===== src/rtl/router_out_arbiter.sv =====
// router_out_arbiter
//   Packet-level round-robin arbiter merging the three destination FIFOs of
//   the 1x3 router onto a single 8-bit output stream. One FIFO is owned for a
//   whole packet (header, L payload bytes, parity). The header's bits [7:2]
//   give the payload length. A stall watchdog aborts a packet that stops
//   moving for TIMEOUT cycles and pulses that FIFO's soft reset.
//
// Ports
//   clock, resetn              : clock (rising edge), async active-low reset
//   empty_0..2                 : FIFO x empty
//   data_out_0..2              : FIFO x head word (first-word-fall-through)
//   read_enb_0..2              : pop FIFO x (combinational, same-cycle)
//   soft_reset_0..2            : one-cycle flush pulse to FIFO x on abort
//   out_data/out_valid/out_last: merged stream; out_last marks the parity byte
//   out_ready                  : downstream accept
//   grant                      : FIFO currently owned (valid while busy)
//   busy                       : arbiter is in SEND or ABORT
module router_out_arbiter #(
  parameter int unsigned TIMEOUT = 30
) (
  input  logic       clock,
  input  logic       resetn,
  input  logic       empty_0,
  input  logic       empty_1,
  input  logic       empty_2,
  input  logic [7:0] data_out_0,
  input  logic [7:0] data_out_1,
  input  logic [7:0] data_out_2,
  output logic       read_enb_0,
  output logic       read_enb_1,
  output logic       read_enb_2,
  output logic       soft_reset_0,
  output logic       soft_reset_1,
  output logic       soft_reset_2,
  output logic [7:0] out_data,
  output logic       out_valid,
  input  logic       out_ready,
  output logic       out_last,
  output logic [1:0] grant,
  output logic       busy
);

  typedef enum logic [1:0] {
    IDLE  = 2'd0,
    SEND  = 2'd1,
    ABORT = 2'd2
  } state_t;

  localparam logic [7:0] STALL_MAX = 8'(TIMEOUT - 1);

  state_t     state, state_nxt;
  logic [1:0] grant_q, grant_nxt;
  logic [1:0] last_q, last_nxt;
  logic [6:0] remaining, remaining_nxt;
  logic       hdr_taken, hdr_taken_nxt;
  logic [7:0] stall, stall_nxt;

  logic [2:0] rd_vec;
  logic [2:0] sr_vec;
  logic       sel_empty;
  logic [7:0] sel_data;
  logic       xfer;
  logic [1:0] scan0, scan1, scan2;
  logic       any_req;
  logic [1:0] pick;

  function automatic logic [1:0] inc3(input logic [1:0] v);
    return (v == 2'd2) ? 2'd0 : v + 2'd1;
  endfunction

  function automatic logic is_empty(input logic [1:0] idx,
                                    input logic e0, input logic e1,
                                    input logic e2);
    logic r;
    case (idx)
      2'd0:    r = e0;
      2'd1:    r = e1;
      2'd2:    r = e2;
      default: r = 1'b1;
    endcase
    return r;
  endfunction

  // Head-of-line view of the owned FIFO
  always_comb begin
    sel_empty = is_empty(grant_q, empty_0, empty_1, empty_2);
    case (grant_q)
      2'd0:    sel_data = data_out_0;
      2'd1:    sel_data = data_out_1;
      2'd2:    sel_data = data_out_2;
      default: sel_data = '0;
    endcase
  end

  // Round-robin scan starting one past the last served FIFO
  always_comb begin
    scan0   = inc3(last_q);
    scan1   = inc3(scan0);
    scan2   = inc3(scan1);
    any_req = 1'b1;
    pick    = scan0;
    if (!is_empty(scan0, empty_0, empty_1, empty_2)) begin
      pick = scan0;
    end else if (!is_empty(scan1, empty_0, empty_1, empty_2)) begin
      pick = scan1;
    end else if (!is_empty(scan2, empty_0, empty_1, empty_2)) begin
      pick = scan2;
    end else begin
      any_req = 1'b0;
    end
  end

  always_ff @(posedge clock or negedge resetn) begin
    if (!resetn) begin
      state     <= IDLE;
      grant_q   <= '0;
      last_q    <= 2'd2;
      remaining <= '0;
      hdr_taken <= 1'b0;
      stall     <= '0;
    end else begin
      state     <= state_nxt;
      grant_q   <= grant_nxt;
      last_q    <= last_nxt;
      remaining <= remaining_nxt;
      hdr_taken <= hdr_taken_nxt;
      stall     <= stall_nxt;
    end
  end

  always_comb begin
    state_nxt     = state;
    grant_nxt     = grant_q;
    last_nxt      = last_q;
    remaining_nxt = remaining;
    hdr_taken_nxt = hdr_taken;
    stall_nxt     = stall;
    rd_vec        = '0;
    sr_vec        = '0;
    out_valid     = 1'b0;
    out_data      = '0;
    out_last      = 1'b0;
    xfer          = 1'b0;

    case (state)
      IDLE: begin
        if (any_req) begin
          grant_nxt     = pick;
          state_nxt     = SEND;
          stall_nxt     = '0;
          hdr_taken_nxt = 1'b0;
          remaining_nxt = '0;
        end
      end

      SEND: begin
        out_valid = !sel_empty;
        xfer      = out_valid && out_ready;
        out_data  = out_valid ? sel_data : '0;
        out_last  = hdr_taken && (remaining == 7'd1);
        rd_vec[grant_q] = xfer;

        if (xfer) begin
          stall_nxt = '0;
          if (!hdr_taken) begin
            // payload bytes plus the trailing parity byte
            remaining_nxt = {1'b0, sel_data[7:2]} + 7'd1;
            hdr_taken_nxt = 1'b1;
          end else begin
            remaining_nxt = remaining - 7'd1;
          end
          if (out_last) begin
            state_nxt     = IDLE;
            last_nxt      = grant_q;
            hdr_taken_nxt = 1'b0;
          end
        end else if (stall == STALL_MAX) begin
          state_nxt = ABORT;
        end else begin
          stall_nxt = stall + 8'd1;
        end
      end

      ABORT: begin
        sr_vec[grant_q] = 1'b1;
        state_nxt       = IDLE;
        last_nxt        = grant_q;
        hdr_taken_nxt   = 1'b0;
        remaining_nxt   = '0;
        stall_nxt       = '0;
      end

      default: begin
        state_nxt = IDLE;
      end
    endcase
  end

  assign read_enb_0   = rd_vec[0];
  assign read_enb_1   = rd_vec[1];
  assign read_enb_2   = rd_vec[2];
  assign soft_reset_0 = sr_vec[0];
  assign soft_reset_1 = sr_vec[1];
  assign soft_reset_2 = sr_vec[2];
  assign grant        = grant_q;
  assign busy         = (state != IDLE);

endmodule


===== config.mk =====
export PLATFORM = sky130hd
export DESIGN_NAME = router_out_arbiter
export DESIGN_NICKNAME = d
export VERILOG_FILES = /design/src/rtl/router_out_arbiter.sv
export SDC_FILE = /design/constraint.sdc
export NUM_CORES = 1
export LEC_CHECK = 0
export BUFFER_PORTS_ARGS = -buffer_cell sky130_fd_sc_hd__buf_2
export CORE_MARGIN = 4
export CORE_UTILIZATION = 45
export CTS_CLUSTER_DIAMETER = 50
export DETAILED_ROUTE_END_ITERATION = 6
export PLACE_DENSITY = 0.82
export SLEW_MARGIN = 20
export SYNTH_ARGS = -nofsm -noshare
export SYNTH_HDL_FRONTEND = slang
export SYNTH_SLANG_ARGS = --single-unit
export TNS_END_PERCENT = 30

===== constraint.sdc =====
create_clock -name clock -period 6.4 [get_ports clock]
set_input_delay 0.32 -clock clock [delete_from_list [all_inputs] [get_ports clock]]
set_output_delay 0.32 -clock clock [all_outputs]
set_load 0.02 [all_outputs]

==> flow_summary.json, run 1 <==
{
  "grt_use_total_pct": 17.88,
  "fin_crit_ps": 2841,
  "synthSimpleGateAreaFrac_pct": 23.35,
  "path_clk_slew_ps": 90,
  "critPathRequiredTime_ps": 6080,
  "netlist_area_sq_um": 1709,
  "r2r_start": "state[0]",
  "fin_tns_setup_ps": 0,
  "hold_path.class": "input port to asynchronous set/reset pin",
  "drtPass1Iterations": 4,
  "comb_power_share_pct": 60.6,
  "status": "finished clean",
  "seq_power_share_pct": 28.7,
  "p_int_w": 0.0004643,
  "ys_seq_area_share_pct": 32.28,
  "grt_pass1_wl_mm": 7.334,
  "cts-hold-fix-buffers": 0,
  "path_class": "flop to output pin",
  "avgSynthCellArea_sq_um": 8.378,
  "yosys_warnings": 0,
  "fin_ws_ps": 3560,
  "vdd_ir_drop_max_mv": 0.1668,
  "grt.overflow.total": 0,
  "via_per_inst": 5.534,
  "hold_slack_ps": 5.753,
  "antenna_found_initial": 0,
  "row_count": 22,
  "drc": 0,
  "p_sw_share_pct": 50.11,
  "drv_cap": 0,
  "synth_compound_area_share_pct": 23.72,
  "critPathLaunchType": "flop",
  "portBuffers": 48,
  "core_sq_um": 3661,
  "synth_seq_cells": 22,
  "final_cell_mix": "buf_2, nor2_1, dfrtp_1, o21ai_0, nand2_1",
  "cts.htree.levels": 1,
  "r2r_cells": 6,
  "insertedDiodeCount": 0,
  "worstMarginPinSlew_ps": 740.0,
  "pwr_density_cell_nw_per_um2": 460.5,
  "synth_area_leaders": "dfrtp_1, nor2_1, o21ai_0, mux2i_1, ha_1",
  "cts_buffer_depth": 2,
  "syn-instance-count": 204,
  "numCtsBuffers": 3,
  "synth_enable_flop_cells": 0,
  "wl_per_cell_um": 14.16,
  "drtAntennaViolNets": 0,
  "final_common_cell": "buf_2",
  "synth_top_family_by_area": "compound AO/OA/AOI/OAI gates",
  "cts_root_buffer": "clkbuf_8",
  "drt_iter0_drc": 86,
  "synth_nets": 239,
  "crit_arrival_ps": 2520,
  "synthArstFlopShare_pct": 100.0,
  "slew_violations": 0,
  "num-nets-final": 284,
  "r2r-end": "last_q[0]",
  "setup_viol": 0,
  "utilization_pct": 55.19,
  "drive_gt1_share_pct": 26.61,
  "post-dp-hpwl_mm": 3.201,
  "fmax_mhz": 352.1,
  "rsz0062_at_grt": "false",
  "finClkSkew_ps": 13.88,
  "grt_max_degree": 23,
  "grt_pass1_vias": 1618,
  "crit_path_end_kind": "output pin",
  "cts_tree": "built",
  "p_switching_w": 0.0004663,
  "period_share_pct": 44.38,
  "route.vias.total": 1638,
  "ios": 49,
  "synth-xor-area-share_pct": 2.050,
  "hold_viol": 0,
  "placedCellCount": 292,
  "clock_power_share_pct": 10.7,
  "die_w_um": 69.63,
  "gp_congestion": 0.8969,
  "dieArea_sq_um": 4848,
  "die_y_um": 69.63,
  "synth_top_cell_area_share_pct": 30.75,
  "r2r_setup_slack_ps": 3820,
  "synth.distinct_cells": 48,
  "start_util_pct": 46.68,
  "area_growth_syn_to_layout_pct": 18.23,
  "synthAdderAreaFrac_pct": 3.660,
  "slew-limit-headroom_pct": 50.56,
  "post-cts-setup-buffer-count": 0,
  "dpl_worst_slack_ps": 3848,
  "worst-path-max-fanout": 10,
  "postCtsResizedCells": 0,
  "yosysTopAreaCell": "dfrtp_1",
  "synthFlopType": "dfrtp_1",
  "clock-sinks": 22,
  "clk-insertion-delay-late_ps": 270,
  "leakage_nw": 1.014,
  "muxShareOfSynthArea_pct": 9.956,
  "finalWirelength_mm": 4.192,
  "final_cells": 296
}
layout make-up:
type	count	area [sq um]
Inverter	11	41.29
Multi-Input combinational cell	163	1072
Fill cell	344	1640
Clock buffer	4	55.05
Timing Repair Buffer	48	240.2
Tap cell	48	60.06
Sequential cell	22	551.8
power by group through the flow:
stage | registers, W | logic (W) | clock network (W)
2_1_floorplan | 0.000228 | 0.000467 | 0
3_5_place_dp | 0.000266 | 0.000561 | 0
5_1_grt | 0.000279 | 0.000630 | 0.000110
3_3_place_gp | 0.000264 | 0.000549 | 0
6_report | 0.000267 | 0.000564 | 0.000100
4_1_cts | 0.000265 | 0.000564 | 0.000103
through the flow:
step / power (W) / cell area, sq um
2_1_floorplan: 0.0006951 / 1709
3_3_place_gp: 0.0008129 / 1966
3_5_place_dp: 0.0008276 / 1966
4_1_cts: 0.0009315 / 2021
5_1_grt: 0.001018 / 2021
6_report: 0.0009305 / 2021
cells by family (layout without fill, tap and decap cells):
group,after synthesis,in the layout
fa+ha+maj,5,5
mux,15,15
buf+inv,19,63
simple gates,81,81
xor+xnor,4,4
compound gates,58,58
flops,22,22
worst max path at each step:
stage | startpoint | end | slack [ps] | depth (start not counted)
2_1_floorplan | grant[1] | read_enb_0 | 4070 | 6
3_3_place_gp | grant[1] | last_q[0] | 3910 | 6
3_5_place_dp | grant[1] | last_q[0] | 3850 | 6
4_1_cts | grant[1] | read_enb_0 | 3570 | 6
5_1_grt | state[0] | read_enb_0 | 3430 | 6
6_report | state[0] | read_enb_0 | 3560 | 6
sequential cells by signal (all words and copies together), names as in the netlist:
register and count:
stall 8, remaining 7, grant 2, last_q 2
state 2, hdr_taken 1
synthesized netlist by cell type, types with 2 or more instances:
cell type / count
buf_2: 5
o22ai_1: 3
mux2i_1: 8
nor3b_1: 4
a22oi_1: 3
ha_1: 5
o211ai_1: 2
xnor2_1: 2
mux2_2: 4
o31a_1: 3
mux2_4: 3
clkbuf_1: 2
and3_1: 7
a21o_1: 5
o21ai_0: 18
nand3_1: 3
nand2_1: 16
nand4_1: 3
a21oi_1: 10
nor3_1: 5
dfrtp_1: 21
nor2_1: 28
inv_1: 10
nand2b_1: 4
o31ai_1: 2
xor2_1: 2
nor2b_1: 4
or2_2: 2
worst max-delay path, stage by stage, from the launching register on:
cell and delay, ps:
dfrtp_1 500, nor2b_1 650, nand2_1 230, a22oi_4 360
nand2_4 140, nor3_1 170, buf_2 190
per-layer routing:
metal / share of wire (%) / vias to the layer above / track usage [%]
li1: - / 829 / -
met1: 44 / 736 / 21.82
met5: 0 / - / 0
met2: 46 / 71 / 31.46
met4: 0.41 / 0 / 2.979
met3: 8.7 / 2 / 5.362
Power figures use the tool's default switching activity.
==> run 2, diff against run 1 <==
PLACE_DENSITY = 0.84   (was 0.82)
clock period = 2.6 ns   (was 6.4 ns; I/O delays follow)
==> flow_summary.json, run 2 (synthesized netlist as in run 1, its figures left out) <==
{
  "critPathRequiredTime_ps": 2780,
  "pwr_density_cell_nw_per_um2": 1162,
  "fin_tns_setup_ps": 0,
  "slew_violations": 0,
  "clock-sinks": 22,
  "start_util_pct": 46.68,
  "numCtsBuffers": 3,
  "maxUsedRoutingLayer": "met4",
  "grt_pass1_vias": 1614,
  "grt.overflow.total": 0,
  "hold_depth": 3,
  "route.vias.total": 1697,
  "status": "finished clean",
  "row_count": 22,
  "setup_viol": 0,
  "worstMarginPinSlew_ps": 513.5,
  "crit_path_end_kind": "flop",
  "die_y_um": 69.63,
  "core_sq_um": 3661,
  "cts_root_buffer": "clkbuf_8",
  "drc": 0,
  "finalWirelength_mm": 4.200,
  "crit_arrival_ps": 2560,
  "drtAntennaViolNets": 0,
  "post-dp-hpwl_mm": 3.312,
  "cts_buffer_depth": 2,
  "largest_register_ffs": 8,
  "die_w_um": 69.63,
  "r2r_cells": 9,
  "grt_use_total_pct": 17.72,
  "path_class": "flop to flop",
  "num-nets-final": 289,
  "worstHoldEndpoint": "grant[0]",
  "dieArea_sq_um": 4848,
  "path_clk_slew_ps": 90,
  "finalInstanceArea_sq_um": 2078,
  "place_area_sq_um": 1996,
  "dr_wl_met3_um": 480,
  "wl_per_cell_um": 13.95,
  "hold_path.class": "input port to flop",
  "r2r_setup_slack_ps": 230,
  "grt_max_degree": 23,
  "top_register": "stall",
  "fin_crit_ps": 2374,
  "rsz0062_at_grt": "false",
  "critPathLaunchType": "flop",
  "hold_start": "empty_2",
  "via_per_inst": 5.638,
  "final_cell_mix": "buf_2, nor2_1, dfrtp_1, o21ai_0, nand2_1",
  "portBuffers": 48,
  "r2r-end": "remaining[2]",
  "slew-limit-headroom_pct": 65.77,
  "drive_gt1_share_pct": 28.06,
  "cts_tree": "built",
  "grt_pass1_wl_mm": 7.189,
  "vdd_ir_drop_max_mv": 0.4373,
  "cts.htree.levels": 1,
  "finClkSkew_ps": 7.605,
  "r2r_start": "grant[1]",
  "worst-path-max-fanout": 14,
  "multiInputGateArea_sq_um": 1072,
  "clk-insertion-delay-late_ps": 270,
  "hold_viol": 0,
  "drv_cap": 0,
  "drt_iter0_drc": 103,
  "top_regs": "stall: 8 flops, remaining: 7 flops",
  "gp_congestion": 0.9042,
  "drt-met1-wl_mm": 1.745,
  "period_share_pct": 91.31,
  "dr_wl_met2_mm": 1.942,
  "antenna_found_initial": 0,
  "fillCellCount": 338,
  "area_growth_syn_to_layout_pct": 21.60,
  "drtPass1Iterations": 4,
  "seq_area_sq_um": 553.0,
  "fmax_mhz": 421.2,
  "ios": 49,
  "insertedDiodeCount": 0,
  "final_common_cell": "buf_2",
  "leakage_nw": 1.044
}
run 2: changes by cell type in the layout (fill, tap and decap cells not counted):
cell           before  now
dfrtp_1            21   20
bufinv_16           0    1
dfrtp_2             0    1
clkbuf_8            4    3
dlygate4sd3_1       0    1
buf_4               0    4
run 2: metrics by stage:
stage | utilization [%] | hold WS [ps] | instances | setup WS [ps] | power [W]
finish | 56.77 | 217.3 | 301 | 225.9 | 0.002414
global route | 56.77 | 231.0 | 301 | 4.696 | 0.002641
CTS | 56.73 | 203.7 | 301 | 212.8 | 0.002416
detailed placement | 54.51 | 127.4 | 296 | 252.4 | 0.002085
global placement | 54.51 | 129.4 | 296 | 334.3 | 0.002045
floorplan | - | -165.6 | 204 | 427.1 | 0.001711
run 2: worst max-delay path, cell delays in order, from the launching register on:
cell,delay (ps)
dfrtp_1,650
mux2_2,390
mux2i_1,240
a21o_1,170
inv_1,50
ha_1,200
xor2_1,170
nor3_1,180
a21oi_1,70
o21ai_0,160
run 2: worst max path at each step:
stage / endpoint / from / slack (ps) / cells past startpoint
finish: remaining[2] / grant[1] / 230 / 9
global route: remaining[2] / grant[1] / 5 / 8
floorplan: last_q[0] / grant[1] / 430 / 7
detailed placement: remaining[2] / grant[0] / 250 / 9
global placement: remaining[2] / grant[1] / 330 / 9
CTS: remaining[2] / grant[1] / 210 / 9
run 2: timing repair:
action	in CTS	in global routing
endpoints found under the setup margin	0	1
resized for setup	0	1
setup buffers	0	0
hold buffers	1	0
endpoints found under the hold margin	21	0
run 2: layer usage:
| layer | vias up | global-route usage, % |
|---|---|---|
| li1 | 833 | - |
| met1 | 782 | 22.27 |
| met2 | 78 | 29.66 |
| met3 | 4 | 5.072 |
| met4 | 0 | 4.894 |
| met5 | - | 0 |
run 2: report_power, final:
part           leakage, nW  switching [W]  internal (W)
sequential           0.272       0.000180      0.000463
clock               0.0357       0.000117      0.000206
combinational        0.737       0.000863      0.000585
run 2: layout make-up:
type	instances	area share, %
inverters	11	1.987
multi-input cells	163	51.60
flip-flops and latches	22	26.61
clock inverters	1	1.445
clock buffers	3	1.987
well taps	48	2.890
repair buffers	53	13.49
